### src/rtl/counter_pkg.sv
// rtl/counter_pkg.sv - shared state encodings and default sizes for the counter share controller
package counter_pkg;

    localparam int DEF_CNT_W   = 4;
    localparam int DEF_NUM_REQ = 4;

    typedef enum logic [1:0] {
        ST_IDLE = 2'd0,
        ST_RUN  = 2'd1,
        ST_DONE = 2'd2
    } state_e;

endpackage

### src/rtl/rr_arbiter.sv
// rtl/rr_arbiter.sv - combinational round-robin pick starting at ptr_i, with index encoder
module rr_arbiter #(
    parameter int NUM_REQ = 4,
    parameter int PTR_W   = 2
) (
    input  logic [NUM_REQ-1:0] req_i,
    input  logic [PTR_W-1:0]   ptr_i,
    output logic [PTR_W-1:0]   idx_o,
    output logic               valid_o
);

    logic [NUM_REQ-1:0] pick;

    // Walk from ptr_i upward with wrap; the first set request wins.
    always_comb begin
        logic [PTR_W:0] pos;
        logic           found;
        pick  = '0;
        found = 1'b0;
        pos   = '0;
        for (int k = 0; k < NUM_REQ; k++) begin
            pos = {1'b0, ptr_i} + (PTR_W+1)'(k);
            if (pos >= (PTR_W+1)'(NUM_REQ)) begin
                pos = pos - (PTR_W+1)'(NUM_REQ);
            end
            if (!found && req_i[pos[PTR_W-1:0]]) begin
                pick[pos[PTR_W-1:0]] = 1'b1;
                found                = 1'b1;
            end
        end
    end

    always_comb begin
        idx_o = '0;
        for (int k = 0; k < NUM_REQ; k++) begin
            if (pick[k]) begin
                idx_o = PTR_W'(k);
            end
        end
    end

    assign valid_o = |pick;

endmodule

### src/rtl/counter_share_ctrl.sv
// rtl/counter_share_ctrl.sv - round-robin sharing of one up-counter window; TIMER_ABORT_EN adds abort/aborted
module counter_share_ctrl
    import counter_pkg::*;
#(
    parameter int NUM_REQ = DEF_NUM_REQ,
    parameter int CNT_W   = DEF_CNT_W
) (
    input  logic                     clock,
    input  logic                     reset,
    input  logic [NUM_REQ-1:0]       req,
    input  logic [NUM_REQ*CNT_W-1:0] len,
`ifdef TIMER_ABORT_EN
    input  logic                     abort,
    output logic                     aborted,
`endif
    output logic [NUM_REQ-1:0]       gnt,
    output logic [NUM_REQ-1:0]       done,
    output logic                     busy,
    output logic                     cnt_en,
    output logic [CNT_W-1:0]         cnt_value
);

    localparam int PTR_W = (NUM_REQ > 1) ? $clog2(NUM_REQ) : 1;

    state_e             state_q, state_d;
    logic [PTR_W-1:0]   ptr_q, ptr_d;
    logic [PTR_W-1:0]   sel_q, sel_d;
    logic [CNT_W-1:0]   len_l_q, len_l_d;
    logic [CNT_W-1:0]   cnt_q, cnt_d;
    logic [PTR_W-1:0]   arb_idx;
    logic               arb_valid;
    logic               abort_w;
    logic [NUM_REQ-1:0] sel_oh;

    rr_arbiter #(
        .NUM_REQ (NUM_REQ),
        .PTR_W   (PTR_W)
    ) u_arb (
        .req_i   (req),
        .ptr_i   (ptr_q),
        .idx_o   (arb_idx),
        .valid_o (arb_valid)
    );

`ifdef TIMER_ABORT_EN
    logic aborted_q, aborted_d;

    assign abort_w = abort;

    // Flag set on the RUN->DONE edge caused by abort; cleared when DONE retires.
    always_comb begin
        aborted_d = aborted_q;
        if (state_q == ST_RUN && abort && cnt_q != len_l_q) begin
            aborted_d = 1'b1;
        end else if (state_q == ST_DONE) begin
            aborted_d = 1'b0;
        end
    end

    always_ff @(posedge clock or negedge reset) begin
        if (!reset) begin
            aborted_q <= 1'b0;
        end else begin
            aborted_q <= aborted_d;
        end
    end

    assign aborted = aborted_q;
`else
    assign abort_w = 1'b0;
`endif

    always_comb begin
        state_d = state_q;
        ptr_d   = ptr_q;
        sel_d   = sel_q;
        len_l_d = len_l_q;
        cnt_d   = cnt_q;
        case (state_q)
            ST_IDLE: begin
                cnt_d = '0;
                if (arb_valid) begin
                    sel_d   = arb_idx;
                    len_l_d = len[arb_idx*CNT_W +: CNT_W];
                    state_d = ST_RUN;
                end
            end
            ST_RUN: begin
                // Completion takes precedence over abort; counter holds in both cases.
                if (cnt_q == len_l_q || abort_w) begin
                    state_d = ST_DONE;
                end else begin
                    cnt_d = cnt_q + 1'b1;
                end
            end
            ST_DONE: begin
                state_d = ST_IDLE;
                cnt_d   = '0;
                ptr_d   = (sel_q == PTR_W'(NUM_REQ-1)) ? '0 : sel_q + 1'b1;
            end
            default: begin
                state_d = ST_IDLE;
                cnt_d   = '0;
            end
        endcase
    end

    always_ff @(posedge clock or negedge reset) begin
        if (!reset) begin
            state_q <= ST_IDLE;
            ptr_q   <= '0;
            sel_q   <= '0;
            len_l_q <= '0;
            cnt_q   <= '0;
        end else begin
            state_q <= state_d;
            ptr_q   <= ptr_d;
            sel_q   <= sel_d;
            len_l_q <= len_l_d;
            cnt_q   <= cnt_d;
        end
    end

    assign sel_oh    = {{(NUM_REQ-1){1'b0}}, 1'b1} << sel_q;
    assign gnt       = (state_q != ST_IDLE) ? sel_oh : '0;
    assign done      = (state_q == ST_DONE) ? sel_oh : '0;
    assign busy      = (state_q != ST_IDLE);
    assign cnt_en    = (state_q == ST_RUN);
    assign cnt_value = cnt_q;

endmodule

### config.mk
export PLATFORM = sky130hd
export DESIGN_NAME = counter_share_ctrl
export DESIGN_NICKNAME = d
export VERILOG_FILES = /design/src/rtl/counter_pkg.sv /design/src/rtl/rr_arbiter.sv /design/src/rtl/counter_share_ctrl.sv
export SDC_FILE = /design/constraint.sdc
export NUM_CORES = 1
export LEC_CHECK = 0
export BUFFER_PORTS_ARGS = -buffer_cell sky130_fd_sc_hd__buf_2
export CAP_MARGIN = 15
export CORE_MARGIN = 2
export CORE_UTILIZATION = 40
export DETAILED_ROUTE_END_ITERATION = 6
export PLACE_DENSITY = 0.62
export SYNTH_ARGS = -nofsm -noshare
export SYNTH_HDL_FRONTEND = slang
export SYNTH_HIERARCHICAL = 1
export SYNTH_SLANG_ARGS = --single-unit
export TNS_END_PERCENT = 10
### constraint.sdc
create_clock -name clock -period 5.6 [get_ports clock]
set_input_delay 1.12 -clock clock [delete_from_list [all_inputs] [get_ports clock]]
set_output_delay 1.12 -clock clock [all_outputs]
set_load 0.01 [all_outputs]
==> run_results.csv, run 1 <==
group,metric,value,unit
outcome,outcome,"finished clean",
sta,slew_violations,0,
detailed_routing,first_pass_iters,4,
global_route,grt_first_pass_wirelength,4170,um
logic_synthesis,synthTopCellsByArea,"dfrtp_1, mux4_2, ha_1",
logic_synthesis,async_flop_share,100,%
sta,maxSlewHeadroom,47.2,%
pwr,seq_power_share,24.1,%
placement,dpl_cell_area,1370,um2
layout,stdcell_area,1410,um2
detailed_routing,avgViaCountPerCell,5.60,
logic_synthesis,synth-main-ff-cell,"dfrtp_1",
floorplan,dieArea,3390,um2
placement,port_buffers,35,
floorplan,die_w,58.2,um
sta,worst_pin_slew,0.789,ns
detailed_routing,ant_nets,0,
pwr,internal_power,470,uW
pwr,powerDensity,603,nW/um2
floorplan,die_h,58.2,um
layout,num_antenna_cells,0,
clocking,cts_made_buffers,3,
layout,finalNonFillerCells,175,
clocking,clkLatencyLatePin,0.28,ns
detailed_routing,drt-initial-drc-count,47,
pwr,swShare,44.5,%
flow_run,drv_cap,0,
sta,finalHoldViolCount,0,
clocking,hold_buffers,0,
sta,rsz0062_at_grt,"false",
global_route,grt_max_degree,15,
placement,gp_congestion,0.738,
floorplan,start_util,42.2,%
clocking,htree_levels,1,
setup_path,cp.required,5.77,ns
pwr,p_leak,0.669,nW
logic_synthesis,synth_seq_cells,14,
clocking,cts_num_sinks,14,
logic_synthesis,ys_types,32,
clocking,cts_setup_buffers,0,
clocking,post_cts_resized,0,
global_route,grt_overflow,0,
logic_synthesis,syn-cell-area,1170,um2
logic_synthesis,synth_top_area_share,29.8,%
pwr,p_comb_share,67.4,%
logic_synthesis,ys_warn_count,6,
logic_synthesis,syn_area_per_cell,10.9,um2
setup_path,start_kind,"input port",
min_path,min_path_type,"register to register",
sta,period_minus_slack,3.98,ns
floorplan,num_io_pins,36,
pwr,switching_power,377,uW
sta,tns,0,ns
sta,final-setup-viol-count,0,
clocking,clock-root-buffer,"clkbuf_4",
detailed_routing,drc,0,
logic_synthesis,syn_nets,141,
detailed_routing,wire_per_inst,14.3,um
placement,post-dp-hpwl,2000,um
setup_path,crit_fanout,6,
layout,utilization,50.5,%
global_route,grt_pass1_vias,968,
global_route,grt_use_total,16.3,%
sta,post-route-period-util,71.1,%
layout,layout.nets,178,
layout,drive_gt1_share,38.9,%
layout,area_growth,19.6,%
detailed_routing,num_vias,980,
pwr,pwr-share-clk,8.5,%
setup_path,cp_data_arrival_time,4.15,ns
logic_synthesis,synth_top_area_cell,"dfrtp_1",
placement,dp_cells,171,
sta,skew,0.00151,ns
detailed_routing,routed_wl,2510,um
pwr,ir_drop,0.000344,V
floorplan,coreArea,2780,um2
logic_synthesis,synthTopCellsByCount,"dfrtp_1, ha_1, inv_1, mux4_2, o21ai_0",
logic_synthesis,synth_cells,108,
clocking,cts_tree,"built",
clocking,path_clk_slew,0.08,ns
floorplan,rows,19,
clocking,clock_path_buffers,2,
logic_synthesis,yosysMostFrequentCell,"dfrtp_1",
setup_path,endpoint_kind,"register",
logic_synthesis,ys_seq_area_share,29.8,%
global_route,antenna_found_initial,0,
logic_synthesis,synth_edf_count,0,
setup_path,critPathKind,"input port to register",
sta,fmax,251,MHz
## final cells by class
class	count	area, um2
fill	258	1380
clock buffer	4	36.3
multi-input combinational	83	774
inverter	8	30.0
sequential	14	350
timing repair buffer	35	175
tap	31	38.8
## stage by stage
stage	setup WS (ns)	power [mW]	hold WS (ns)
2_1_floorplan	1.85	0.657	0.501
4_1_cts	1.60	0.854	0.550
6_report	1.62	0.847	0.552
3_3_place_gp	1.46	0.750	0.515
5_1_grt	1.50	0.924	0.566
3_5_place_dp	1.30	0.779	0.529
## metal layers
layer | routed length [um] | share of wire (%) | up-vias | GRT usage (%)
li1 | - | - | 464 | -
met1 | 1020 | 41 | 467 | 19.2
met2 | 1280 | 51 | 43 | 28.9
met3 | 162 | 6.5 | 6 | 2.90
met4 | 38 | 1.5 | 0 | 6.98
met5 | 0 | 0 | - | 0
## worst max-delay path: stages
cell and delay (ns):
buf_2 0.12, mux4_2 0.56, a221o_1 0.38, a2111oi_1 0.40, a2bb2oi_1 0.70, mux4_2 0.60, mux2_2 0.28
## state kept, by name, indices dropped and copies added, names as in the netlist
register / cells
cnt_value: 4
len_l_q: 4
ptr_q: 2
sel_q: 2
state_q: 2
## cell usage in the layout, fill, tap and decap left out, drive strengths merged
| cell type | n |
|---|---|
| a2111oi | 1 |
| a211o | 1 |
| a21oi | 5 |
| a221o | 1 |
| a221oi | 1 |
| a22oi | 2 |
| a2bb2oi | 1 |
| a32oi | 1 |
| and2 | 6 |
| buf | 35 |
| clkbuf | 4 |
| dfrtp | 14 |
| ha | 11 |
| inv | 8 |
| mux2 | 6 |
| mux2i | 2 |
| mux4 | 8 |
| nand2 | 3 |
| nand2b | 2 |
| nand3 | 1 |
| nor2 | 6 |
| nor2b | 7 |
| nor3 | 1 |
| nor3b | 1 |
| nor4 | 1 |
| o21ai | 7 |
| o21bai | 1 |
| or3 | 2 |
| xor2 | 5 |
## power by group through the flow
| stage | logic (mW) | registers (mW) | clock network, mW |
|---|---|---|---|
| 2_1_floorplan | 0.463 | 0.194 | 0 |
| 6_report | 0.570 | 0.204 | 0.0721 |
| 4_1_cts | 0.575 | 0.205 | 0.0746 |
| 5_1_grt | 0.631 | 0.214 | 0.0798 |
| 3_5_place_dp | 0.572 | 0.207 | 0 |
| 3_3_place_gp | 0.546 | 0.204 | 0 |
## cell families after synthesis
logic type | synth area share [%]
AO/OA/AOI/OAI | 11.7
XOR/XNOR | 3.73
adder cells (fa/ha/maj) | 11.7
buffers and inverters | 4.26
flip-flops | 29.8
multiplexers | 22.8
AND/OR/NAND/NOR | 16.0
## path summary, 6_finish.rpt
kind	from	to	slack, ns	cells after the start
max in group asynchronous	reset	cnt_value[1]	4.64	1
min in group asynchronous	reset	state_q[1]	0.72	1
hold / removal	len_l_q[3]	len_l_q[3]	0.55	1
hold reg to reg	len_l_q[3]	len_l_q[3]	0.55	1
setup reg to reg	ptr_q[0]	len_l_q[2]	1.71	9
setup / recovery	req[1]	len_l_q[2]	1.62	7
No activity file was read; power rests on OpenSTA's default activity.
==> inputs of run 2 (changes only) <==
==> constraint.sdc (replaced) <==
create_clock -name clock -period 4.07 [get_ports clock]
set_input_delay 0.814 -clock clock [delete_from_list [all_inputs] [get_ports clock]]
set_output_delay 0.814 -clock clock [all_outputs]
set_load 0.01 [all_outputs]
==> run 2 against run 1 <==
Net effect: sequential share of layout area shrank 0.39 points; critical path depth up 3; register-to-register slack got worse by 1.0 ns; flip-flop and latch count did not move; largest power group unchanged.
==> run_results.csv, run 2 (synthesis gave the netlist of run 1 again) <==
group,metric,value,unit
global_route,grt_first_pass_wirelength,4240,um
sta,finalHoldViolCount,0,
detailed_routing,first_pass_iters,4,
outcome,outcome,"finished clean",
layout,drive_gt1_share,40.1,%
sta,tns,0,ns
setup_path,endpoint_kind,"register",
global_route,use_met2,28.6,%
clocking,post_cts_resized,0,
floorplan,num_io_pins,36,
detailed_routing,ant_nets,0,
detailed_routing,drt-initial-drc-count,28,
setup_path,cp_data_arrival_time,3.57,ns
setup_path,cp-startpoint,"ptr_q[1]",
sta,post-route-period-util,83.7,%
floorplan,dieArea,3390,um2
sta,setup_slack,0.665,ns
clocking,hold_buffers,0,
setup_path,cp.required,4.23,ns
layout,final_common_cell,"buf_2",
layout,nFillCells,246,
pwr,ir_drop,0.000432,V
placement,gp_congestion,0.860,
floorplan,die_h,58.2,um
global_route,grt_use_met3,1.34,%
detailed_routing,num_vias,969,
clocking,clkLatencyLatePin,0.27,ns
floorplan,die_w,58.2,um
detailed_routing,avgViaCountPerCell,5.44,
placement,dpl_worst_slack,0.525,ns
detailed_routing,wire_per_inst,13.7,um
layout,final_cell_mix,"buf_2, dfrtp_1, ha_1, inv_1, mux4_2",
clocking,path_clk_slew,0.09,ns
pwr,powerDensity,843,nW/um2
floorplan,coreArea,2780,um2
global_route,grt_use_total,16.2,%
min_path,min_path_type,"input port to asynchronous set/reset pin",
sta,maxSlewHeadroom,70.4,%
setup_path,critPathKind,"register to register",
flow_run,drv_cap,0,
floorplan,rows,19,
clocking,cts_num_sinks,14,
clocking,clock_path_buffers,2,
setup_path,regToRegStartpoint,"ptr_q[1]",
layout,utilization,51.3,%
layout,num_antenna_cells,0,
global_route,grt_max_degree,15,
detailed_routing,drc,0,
clocking,htree_levels,1,
sta,worst_pin_slew,0.440,ns
sta,fmax,294,MHz
sta,final-setup-viol-count,0,
setup_path,start_kind,"register",
pwr,total_power,1.20,mW
setup_path,crit_fanout,7,
placement,port_buffers,35,
pwr,p_leak,0.684,nW
clocking,cts_made_buffers,3,
sta,slew_violations,0,
layout,area_growth,21.5,%
clocking,cts_tree,"built",
clocking,clock-root-buffer,"clkbuf_4",
global_route,antenna_found_initial,0,
placement,post-dp-hpwl,1990,um
global_route,grt_pass1_vias,949,
sta,period_minus_slack,3.41,ns
sta,worst_hold_slack,0.416,ns
clocking,cts_setup_buffers,0,
floorplan,start_util,42.2,%
sta,skew,0.00411,ns
detailed_routing,routed_wl,2440,um
layout,layout.nets,181,
global_route,grt_overflow,0,
sta,rsz0062_at_grt,"false",
global_route,grt_use_met1,21.0,%
global_route,busiest_layer,"met2",
[run 2: final timing paths]
check | to | slack [ns] | cells past startpoint
worst max-delay path | len_l_q[2] | 0.66 | 10
worst min-delay path | cnt_value[2] | 0.42 | 1
worst max register to register | len_l_q[2] | 0.66 | 10
worst min register to register | len_l_q[1] | 0.53 | 1
max in group asynchronous | len_l_q[3] | 3.41 | 1
min in group clock | len_l_q[1] | 0.53 | 1
[run 2: worst max-delay path: stages, from the launching register on]
cell and delay (ns):
dfrtp_1 0.50, inv_1 0.13, ha_1 0.34, mux4_2 0.29, nor2b_4 0.15, a221o_1 0.29
a2111oi_1 0.40, a2bb2oi_1 0.22, buf_4 0.19, mux4_2 0.50, mux2_2 0.27
[run 2: metrics by stage]
stage / std cells / area [um2]
after floorplan: 108 / 1170
after global placement: 174 / 1390
after detailed placement: 174 / 1390
after CTS: 178 / 1430
after global routing: 178 / 1430
final: 178 / 1430
[run 2: cell type report]
type                       count  area [um2]  share of cell area, %
sequential                    14         350                   24.5
timing repair buffer          38         198                   13.8
multi-input combinational     83         774                   54.3
clock buffer                   4        36.3                   2.54
inverter                       8        30.0                   2.10
tap                           31        38.8                   2.72
[run 2: per-layer routing]
metal  up-vias  part of all wire, %
li1        470                    -
met2        49                   51
met4         0                 0.70
met1       448                   42
met5         -                    0
met3         2                  6.6
[run 2: where the power goes]
group | internal, mW | switching [mW]
logic | 0.419 | 0.419
registers | 0.204 | 0.0612
clock network | 0.0543 | 0.0450
